File: src/rtl/pipeline_1_pkg.sv
// Shared definitions for the pipeline_1 divider: default width and FSM states.
// Latency: n/a (package only).
// Backpressure: n/a (package only).
package pipeline_1_pkg;

    // Default operand / result width in bits.
    localparam int DEF_N = 10;

    // Divider control states.
    typedef enum logic [1:0] {
        IDLE = 2'd0,
        BUSY = 2'd1,
        DONE = 2'd2
    } state_t;

endpackage

File: src/rtl/pipeline_1_div_if.sv
// Operand/result handshake bundle for the pipeline_1 divider.
// Latency: n/a (wires only).
// Backpressure: in_valid/in_ready on the operand side, out_valid/out_ready on the result side.
//   slave  : the divider (takes operands, produces results)
//   master : the upstream/downstream driver (e.g. a testbench)
interface pipeline_1_div_if
    import pipeline_1_pkg::*;
#(
    parameter int N = DEF_N
);
    logic         in_valid;
    logic         in_ready;
    logic [N-1:0] f_in;
    logic [N-1:0] d_in;
    logic         out_valid;
    logic         out_ready;
    logic [N-1:0] x3_out;
    logic [N-1:0] rem_out;
    logic         div_zero;

    modport slave (
        input  in_valid, f_in, d_in, out_ready,
        output in_ready, out_valid, x3_out, rem_out, div_zero
    );

    modport master (
        output in_valid, f_in, d_in, out_ready,
        input  in_ready, out_valid, x3_out, rem_out, div_zero
    );
endinterface

File: src/rtl/pipeline_1_div_step.sv
// One restoring-division step: shift in a dividend bit, trial-subtract the divisor.
// Latency: combinational.
// Backpressure: none (pure function of inputs).
//   i_rem : current partial remainder (always < i_d)
//   i_bit : next dividend bit, MSB first
//   i_d   : divisor (non-zero)
//   o_rem : updated partial remainder
//   o_q   : quotient bit produced by this step
module pipeline_1_div_step
    import pipeline_1_pkg::*;
#(
    parameter int N = DEF_N
) (
    input  logic [N-1:0] i_rem,
    input  logic         i_bit,
    input  logic [N-1:0] i_d,
    output logic [N-1:0] o_rem,
    output logic         o_q
);

    logic [N:0] w_shift;
    logic [N:0] w_trial;

    // The shifted remainder needs N+1 bits: it can reach 2*(D-1)+1.
    assign w_shift = {i_rem, i_bit};
    assign w_trial = w_shift - {1'b0, i_d};

    // Since w_shift < 2*D and D < 2^N, the trial difference lies in (-D, D),
    // so its top bit is exactly the borrow: clear means w_shift >= D.
    assign o_q   = ~w_trial[N];
    assign o_rem = o_q ? w_trial[N-1:0] : w_shift[N-1:0];

endmodule

File: src/rtl/pipeline_1_div.sv
// Unsigned restoring divider recovering x3 = floor(F/D) and F mod D from stage 3.
// Latency: N cycles from accept to out_valid (1 cycle when D == 0); one result per N+2 cycles.
// Backpressure: in_ready only in IDLE; result held in DONE until out_ready, no data change meanwhile.
//   clk, rst_n : clock and asynchronous active-low reset
//   bus        : operand (in_valid/in_ready/f_in/d_in) and result
//                (out_valid/out_ready/x3_out/rem_out/div_zero) handshakes
module pipeline_1_div
    import pipeline_1_pkg::*;
#(
    parameter int N = DEF_N
) (
    input  logic              clk,
    input  logic              rst_n,
    pipeline_1_div_if.slave   bus
);

    localparam int            CW       = (N > 1) ? $clog2(N) : 1;
    localparam logic [CW-1:0] CNT_LAST = CW'(N - 1);

    state_t        r_state;
    state_t        w_state_nxt;
    logic [CW-1:0] r_cnt;
    logic [N-1:0]  r_f;       // dividend bits shift out of the top, quotient bits shift in at the bottom
    logic [N-1:0]  r_d;
    logic [N-1:0]  r_rem;
    logic [N-1:0]  r_x3;
    logic [N-1:0]  r_rem_o;
    logic          r_dz;

    logic          w_accept;
    logic          w_d_zero;
    logic          w_last;
    logic [N-1:0]  w_step_rem;
    logic          w_step_q;

    assign w_accept = (r_state == IDLE) && bus.in_valid;
    assign w_d_zero = (bus.d_in == '0);
    assign w_last   = (r_cnt == '0);

    pipeline_1_div_step #(
        .N (N)
    ) u_step (
        .i_rem (r_rem),
        .i_bit (r_f[N-1]),
        .i_d   (r_d),
        .o_rem (w_step_rem),
        .o_q   (w_step_q)
    );

    // ------------------------------------------------------------------
    // FSM
    // ------------------------------------------------------------------
    always_ff @(posedge clk or negedge rst_n) begin
        if (!rst_n) begin
            r_state <= IDLE;
        end else begin
            r_state <= w_state_nxt;
        end
    end

    always_comb begin
        w_state_nxt = r_state;
        case (r_state)
            IDLE: begin
                if (bus.in_valid) begin
                    // A zero divisor has nothing to iterate: report immediately.
                    w_state_nxt = w_d_zero ? DONE : BUSY;
                end
            end
            BUSY: begin
                if (w_last) begin
                    w_state_nxt = DONE;
                end
            end
            DONE: begin
                if (bus.out_ready) begin
                    w_state_nxt = IDLE;
                end
            end
            default: begin
                w_state_nxt = IDLE;
            end
        endcase
    end

    // ------------------------------------------------------------------
    // Datapath
    // ------------------------------------------------------------------
    always_ff @(posedge clk or negedge rst_n) begin
        if (!rst_n) begin
            r_cnt   <= '0;
            r_f     <= '0;
            r_d     <= '0;
            r_rem   <= '0;
            r_x3    <= '0;
            r_rem_o <= '0;
            r_dz    <= 1'b0;
        end else if (w_accept) begin
            r_cnt <= CNT_LAST;
            r_f   <= bus.f_in;
            r_d   <= bus.d_in;
            r_rem <= '0;
            if (w_d_zero) begin
                r_x3    <= '1;
                r_rem_o <= bus.f_in;
                r_dz    <= 1'b1;
            end
        end else if (r_state == BUSY) begin
            r_cnt <= r_cnt - 1'b1;
            r_f   <= {r_f[N-2:0], w_step_q};
            r_rem <= w_step_rem;
            // Result registers change only on entry to DONE, so they hold
            // the previous result through IDLE and BUSY.
            if (w_last) begin
                r_x3    <= {r_f[N-2:0], w_step_q};
                r_rem_o <= w_step_rem;
                r_dz    <= 1'b0;
            end
        end
    end

    assign bus.in_ready  = (r_state == IDLE);
    assign bus.out_valid = (r_state == DONE);
    assign bus.x3_out    = r_x3;
    assign bus.rem_out   = r_rem_o;
    assign bus.div_zero  = r_dz;

endmodule

File: src/flat_wrapper.sv
// flat-port wrapper written by rule: the top's interface ports become plain ports
module pipeline_1_div_flat import pipeline_1_pkg::*;
#(
    parameter int N = DEF_N
)
  (clk, rst_n, bus_in_valid, bus_f_in, bus_d_in, bus_out_ready, bus_in_ready, bus_out_valid, bus_x3_out, bus_rem_out, bus_div_zero);
  pipeline_1_div_if #(.N(N)) bus_i ();
  input  logic clk;
  input  logic rst_n;
  input wire logic [$bits(bus_i.in_valid)-1:0] bus_in_valid;
  input wire logic [$bits(bus_i.f_in)-1:0] bus_f_in;
  input wire logic [$bits(bus_i.d_in)-1:0] bus_d_in;
  input wire logic [$bits(bus_i.out_ready)-1:0] bus_out_ready;
  output wire logic [$bits(bus_i.in_ready)-1:0] bus_in_ready;
  output wire logic [$bits(bus_i.out_valid)-1:0] bus_out_valid;
  output wire logic [$bits(bus_i.x3_out)-1:0] bus_x3_out;
  output wire logic [$bits(bus_i.rem_out)-1:0] bus_rem_out;
  output wire logic [$bits(bus_i.div_zero)-1:0] bus_div_zero;
  assign bus_i.in_valid = bus_in_valid;
  assign bus_i.f_in = bus_f_in;
  assign bus_i.d_in = bus_d_in;
  assign bus_i.out_ready = bus_out_ready;
  assign bus_in_ready = bus_i.in_ready;
  assign bus_out_valid = bus_i.out_valid;
  assign bus_x3_out = bus_i.x3_out;
  assign bus_rem_out = bus_i.rem_out;
  assign bus_div_zero = bus_i.div_zero;
  pipeline_1_div #(.N(N)) u_core (.clk(clk), .rst_n(rst_n), .bus(bus_i));
endmodule
File: config.mk
export PLATFORM = sky130hd
export DESIGN_NAME = pipeline_1_div_flat
export DESIGN_NICKNAME = d
export VERILOG_FILES = /design/src/rtl/pipeline_1_pkg.sv /design/src/rtl/pipeline_1_div_if.sv /design/src/rtl/pipeline_1_div_step.sv /design/src/rtl/pipeline_1_div.sv /design/src/flat_wrapper.sv
export SDC_FILE = /design/constraint.sdc
export NUM_CORES = 1
export LEC_CHECK = 0
export CELL_PAD_IN_SITES_DETAIL_PLACEMENT = 1
export CELL_PAD_IN_SITES_GLOBAL_PLACEMENT = 1
export CORE_MARGIN = 5
export CORE_UTILIZATION = 37
export CTS_CLUSTER_SIZE = 8
export DETAILED_ROUTE_END_ITERATION = 6
export GPL_ROUTABILITY_DRIVEN = 0
export PLACE_DENSITY_LB_ADDON = 0.1
export SETUP_SLACK_MARGIN = 0.5
export SYNTH_ARGS = -nofsm -noshare
export SYNTH_HDL_FRONTEND = slang
export SYNTH_SLANG_ARGS = --single-unit
File: constraint.sdc
create_clock -name clk -period 2.65 [get_ports clk]
set_input_delay 0.795 -clock clk [delete_from_list [all_inputs] [get_ports clk]]
set_output_delay 0.795 -clock clk [all_outputs]
set_load 0.01 [all_outputs]
Word-level counts from Yosys, hierarchy flattened

Index checks and enable logic that the tools add are counted.
Widths: inputs -> output; s select.

Add/sub/neg operators: 2
Multipliers: 0
Div/mod/pow operators: 0
Order comparisons: 0
Eq/ne operators: 6
Shift-type cells: 0
Multiplexer cells: 24
Bitwise operators: 1
Reductions and logical operators: 8

Operator list:

| kind                | count |
|---|---|
| $mux 10             | 13 |
| $sub 11x10->11      | 1 |
| $logic_not 10->1    | 1 |
| $mux 2              | 4 |
| $mux 4              | 2 |
| $ne 2x2->1 const B  | 3 |
| $pmux 2 s3          | 1 |
| $reduce_and 3->1    | 2 |
| $logic_not 4->1     | 1 |
| $mux 1              | 4 |
| $reduce_bool 2->1   | 2 |
| $sub 4x1->4 const B | 1 |
| $eq 2x1->1 const B  | 1 |
| $eq 2x2->1 const B  | 1 |
| $logic_not 2->1     | 1 |
| $ne 2x1->1 const B  | 1 |
| $logic_and 1x1->1   | 1 |
| $not 1->1           | 1 |

Bits in registers: 57
Latch bits: 0
Memory bits (writable): 0
Memory bits (read-only): 0
Input port bits: 24
Output and inout port bits: 23
Word-level logic and storage cells: 49
Memories kept: 0

Longest topological paths before layout

Word-level depth: 5
Gate-level depth with buffers: 10

Hierarchy

A second synthesis with hierarchy kept.

Cells, all modules: 298
Area, all modules: 3060.4 sq um

Modules (own cells, without submodules):

| module              | instances | cells each | area each (sq um) | sequential area each (sq um) |
|---|---|---|---|---|
| pipeline_1_div      | 1         | 220        | 2426.1            | 1426.4 |
| pipeline_1_div_step | 1         | 78         | 634.4             | 0.0 |

Worst setup path after synthesis

OpenSTA, ideal clock, no wires.

Kind: reg2reg
Start: reg u_core.r_f[9]
End: reg u_core.r_rem[0]
Setup time: 0.083 ns
Arrival: 2.487 ns
Data required time: 2.567 ns
Setup slack: 0.081 ns
Cell stages (with the launch flop): 11
Period minus slack after synthesis: 2.569 ns
Path through: dfrtp_1 -> inv_1 -> ha_1 -> fa_1 -> nand2b_1 -> a21oi_1 -> o31ai_1 -> nand2_1 -> xor2_2 -> mux2_2 -> o21ai_0

Cells in the longest elaborated chain, start to end: 4

RTL lines:

| element                  | RTL line                  | text |
|---|---|---|
| start: declaration       | pipeline_1_div.sv:23      | `logic [N-1:0] r_f;` |
| start signal: assignment | pipeline_1_div.sv:100     | `r_f <= bus.f_in;` |
| start signal: assignment | pipeline_1_div.sv:110     | `r_f <= {r_f[N-2:0], w_step_q};` |
| $sub 11x10->11           | pipeline_1_div_step.sv:26 | `assign w_trial = w_shift - {1'b0, i_d};` |
| $mux 10 *                | pipeline_1_div_step.sv:31 | `assign o_rem = o_q ? w_trial[N-1:0] : w_shift[N-1:0];` |
| $mux 10 *                | pipeline_1_div.sv:108     | `end else if (r_state == BUSY) begin` |
| $mux 10 *                | pipeline_1_div.sv:98      | `end else if (w_accept) begin` |
| end signal: assignment   | pipeline_1_div.sv:111     | `r_rem <= w_step_rem;` |
| end: declaration         | pipeline_1_div.sv:25      | `logic [N-1:0] r_rem;` |

Mark *: on every way between the ends. The rest lies on a longest branch, timed or not. The select of a mux whose other input is x is not followed.
A chain may end at the register's enable or synchronous reset.

Worst setup path in the final report

Start: reg u_core.r_d[0]
End: reg u_core.r_rem_o[5] (netlist: u_core.bus.rem_out[5])

Cells in the longest elaborated chain, start to end: 5

RTL lines:

| element                  | RTL line                  | text |
|---|---|---|
| start: declaration       | pipeline_1_div.sv:24      | `logic [N-1:0] r_d;` |
| start signal: assignment | pipeline_1_div.sv:101     | `r_d <= bus.d_in;` |
| $sub 11x10->11           | pipeline_1_div_step.sv:26 |  |
| $mux 10                  | pipeline_1_div_step.sv:31 |  |
| $mux 10                  | pipeline_1_div.sv:114     | `if (w_last) begin` |
| $mux 10                  | pipeline_1_div.sv:108     |  |
| $mux 10                  | pipeline_1_div.sv:98      |  |
| end signal: assignment   | pipeline_1_div.sv:105     | `r_rem_o <= bus.f_in;` |
| end signal: assignment   | pipeline_1_div.sv:116     | `r_rem_o <= w_step_rem;` |
| end: declaration         | pipeline_1_div.sv:27      | `logic [N-1:0] r_rem_o;` |

Every way passes these cells. The select of a mux whose other input is x is not followed.

==> results.toml <==
[clock_tree]
cts_num_sinks = 57
holdBufCountCts = 0
cts_buffers = 9
ctsRootBufferMaster = "clkbuf_8"
clk_pin_slew_worst_paths_ps = 70
cts_tree = "yes"
cts.path.max_buffers = 2
htree_num_levels = 3
clk_latency_ps = 340

[placement]
dpl_worst_slack_ps = -319
dpl.cell_count = 514
io_buffers = 46
dpl.hpwl_um = 7130
postPlaceCellArea_um2 = 4000

[timing]
tightest_slew_ps = 726
clock_skew_ps = 13.2
timing.hold.ws_ps = 390
min_period_over_period = 0.900
setup_violations = 0
rsz0062_at_grt = "yes"
setup_ws_ps = 265
slew_violations = 0
period_minus_slack_ps = 2380
fmax_mhz = 419
finalHoldViolCount = 0
maxSlewHeadroom = 0.512

[routing]
detail_route.first_pass.iterations = 4
dr.first_iter.drc_count = 111
drcViolationCount = 0
wl_per_cell_um = 18.5
routed_via_density = 5.40
vias = 2987
drt-total-wl_um = 10200
ant_nets = 0

[floorplanning]
dieArea_um2 = 10400
design.portCount = 47
die_w_um = 102
fp.dieH_um = 102
start_util = 0.380
core_area_um2 = 8260
std_cell_rows = 33

[yosys]
yosysSeqAreaShare = 0.454
syn_area_per_cell_um2 = 8.94
synth_top_area_frac = 0.454
synth_edf_count = 0
ys_seq_elements = 57
yosys.area.top_type = "dfrtp_1"
syn_nets = 387
synth_ff_type = "dfrtp_1"
ys_warn_count = 0
synthesis.area_um2 = 3140
netlist_top_cells_area = "dfrtp_1, o21ai_0, nand2_1"
async_flop_share = 1.00
syn_inst = 351
ys_types = 48

[global_routing]
grt_pass1_wl_um = 16700
grt_overflow_total = 0
grt_antenna_before_repair = 0
grt_max_degree = 30
track_usage = 0.209
first_global_vias = 3250

[finish]
stdcell_count = 553
final_area_um2 = 4510
fillCellCount = 938
diodes = 0
drive_gt1_frac = 0.268
layout.nets = 479
mostFrequentLayoutCells = "dfrtp_1, nand2_1, buf_4"
mostFrequentLayoutCell = "dfrtp_1"
area_delta_synth_final_pct = 43.6

[worst_setup_path]
cp_data_required_time_ps = 2860
slowest_stage = "dfrtp_1"
max_stage_delay_ps = 420
rrSetupSlack_ps = 270
crit_chain = "ha_4 -> fa_2 -> nand2b_4 -> a21oi_4 -> o31ai_2 -> nand2_2 -> xor2_4 -> buf_12 -> mux2i_2 -> buf_4 -> a21oi_1"
crit_type = "register to register"
worstPathMaxFanout = 7
start_kind = "register"
crit_arrival_ps = 2600
critPathCaptureType = "register"

[pwr]
peakVddDrop_v = 0.000524
power_density_nw_per_um2 = 1580
leakagePower_nw = 1.95

[job]
drv_cap = 0

[outcome]
status = "finished, final reports clean"

[worst_hold_path]
hold_class = "input port to asynchronous set/reset pin"
==> sequential cells by signal, summed over array words and instances, names as in the netlist <==
signal	cells
u_core.bus.x3_out	10
u_core.r_rem	10
u_core.bus.rem_out	10
u_core.bus.div_zero	1
u_core.r_f	10
u_core.r_state	2
u_core.r_d	10
u_core.r_cnt	4
==> cells in the mapped netlist, types with 11 or more instances <==
library cell,count
dfrtp_1,57
nand3_1,12
nor2_1,19
a21oi_1,25
inv_1,18
o21ai_0,47
nand2_1,51
ha_1,11
clkbuf_1,13
nor2b_1,14
==> final cells by class <==
class                           count  area (um^2)  area share
Tap cell                          105          131      0.0292
Inverter                           18         67.6      0.0150
Sequential cell                    57         1430       0.317
Timing Repair Buffer               96          843       0.187
Clock buffer                       10          128      0.0283
Multi-Input combinational cell    261         1850       0.410
Clock inverter                      6         58.8      0.0130
==> worst paths after layout <==
path,from,to,depth (start not counted)
max,u_core.r_d[0],u_core.bus.rem_out[5],11
max reg2reg,u_core.r_d[0],u_core.bus.rem_out[5],11
min reg2reg,u_core.bus.div_zero,u_core.bus.div_zero,2
max in group asynchronous,rst_n,u_core.bus.x3_out[3],2
min,rst_n,u_core.r_d[3],1
min in group clk,u_core.bus.div_zero,u_core.bus.div_zero,2
==> what timing repair did <==
action                     4_1_cts  5_1_grt
setup buffers                   15        7
pin swaps                       16       10
setup endpoints to repair       36       40
cloned                           1        0
gates resized for setup         52       15
==> worst max-delay path, delay by kind of cell (launching register included) <==
family | cells | cell delay [ps]
AND/OR/NAND/NOR | 2 | 290
buffers and inverters | 2 | 300
adder cells (fa/ha/maj) | 2 | 510
multiplexers | 1 | 210
XOR/XNOR | 1 | 210
AO/OA/AOI/OAI | 3 | 300
flip-flops | 1 | 420
==> logic make-up (layout without fill, tap and decap cells) <==
group,after synthesis,after routing,synth area share
adder cells (fa/ha/maj),12,12,0.0502
AND/OR/NAND/NOR,124,124,0.189
AO/OA/AOI/OAI,105,106,0.202
multiplexers,11,11,0.0371
XOR/XNOR,8,8,0.0247
buffers and inverters,34,130,0.0430
flip-flops,57,57,0.454
==> power by group <==
group | switching, mW | total (mW) | leakage [nW] | internal [mW]
sequential | 0.375 | 1.68 | 0.688 | 1.30
combinational | 2.35 | 4.65 | 1.16 | 2.30
clock | 0.369 | 0.799 | 0.0998 | 0.429
==> per-layer routing <==
layer	GRT usage	vias to the layer above	wire (um)
met5	0	-	0
met4	0.0737	0	198
met3	0.0362	17	302
met2	0.365	49	5320
met1	0.261	1502	4390
li1	-	1419	-
==> stage by stage <==
| stage | total power, mW | setup TNS (ps) | util |
|---|---|---|---|
| floorplan | 4.05 | 0 | - |
| global placement | 5.31 | -2180 | 0.485 |
| detailed placement | 5.44 | -3160 | 0.485 |
| CTS | 6.96 | 0 | 0.535 |
| global route | 7.67 | 0 | 0.546 |
| finish | 7.12 | 0 | 0.546 |
No activity file was read; power rests on OpenSTA's default activity.
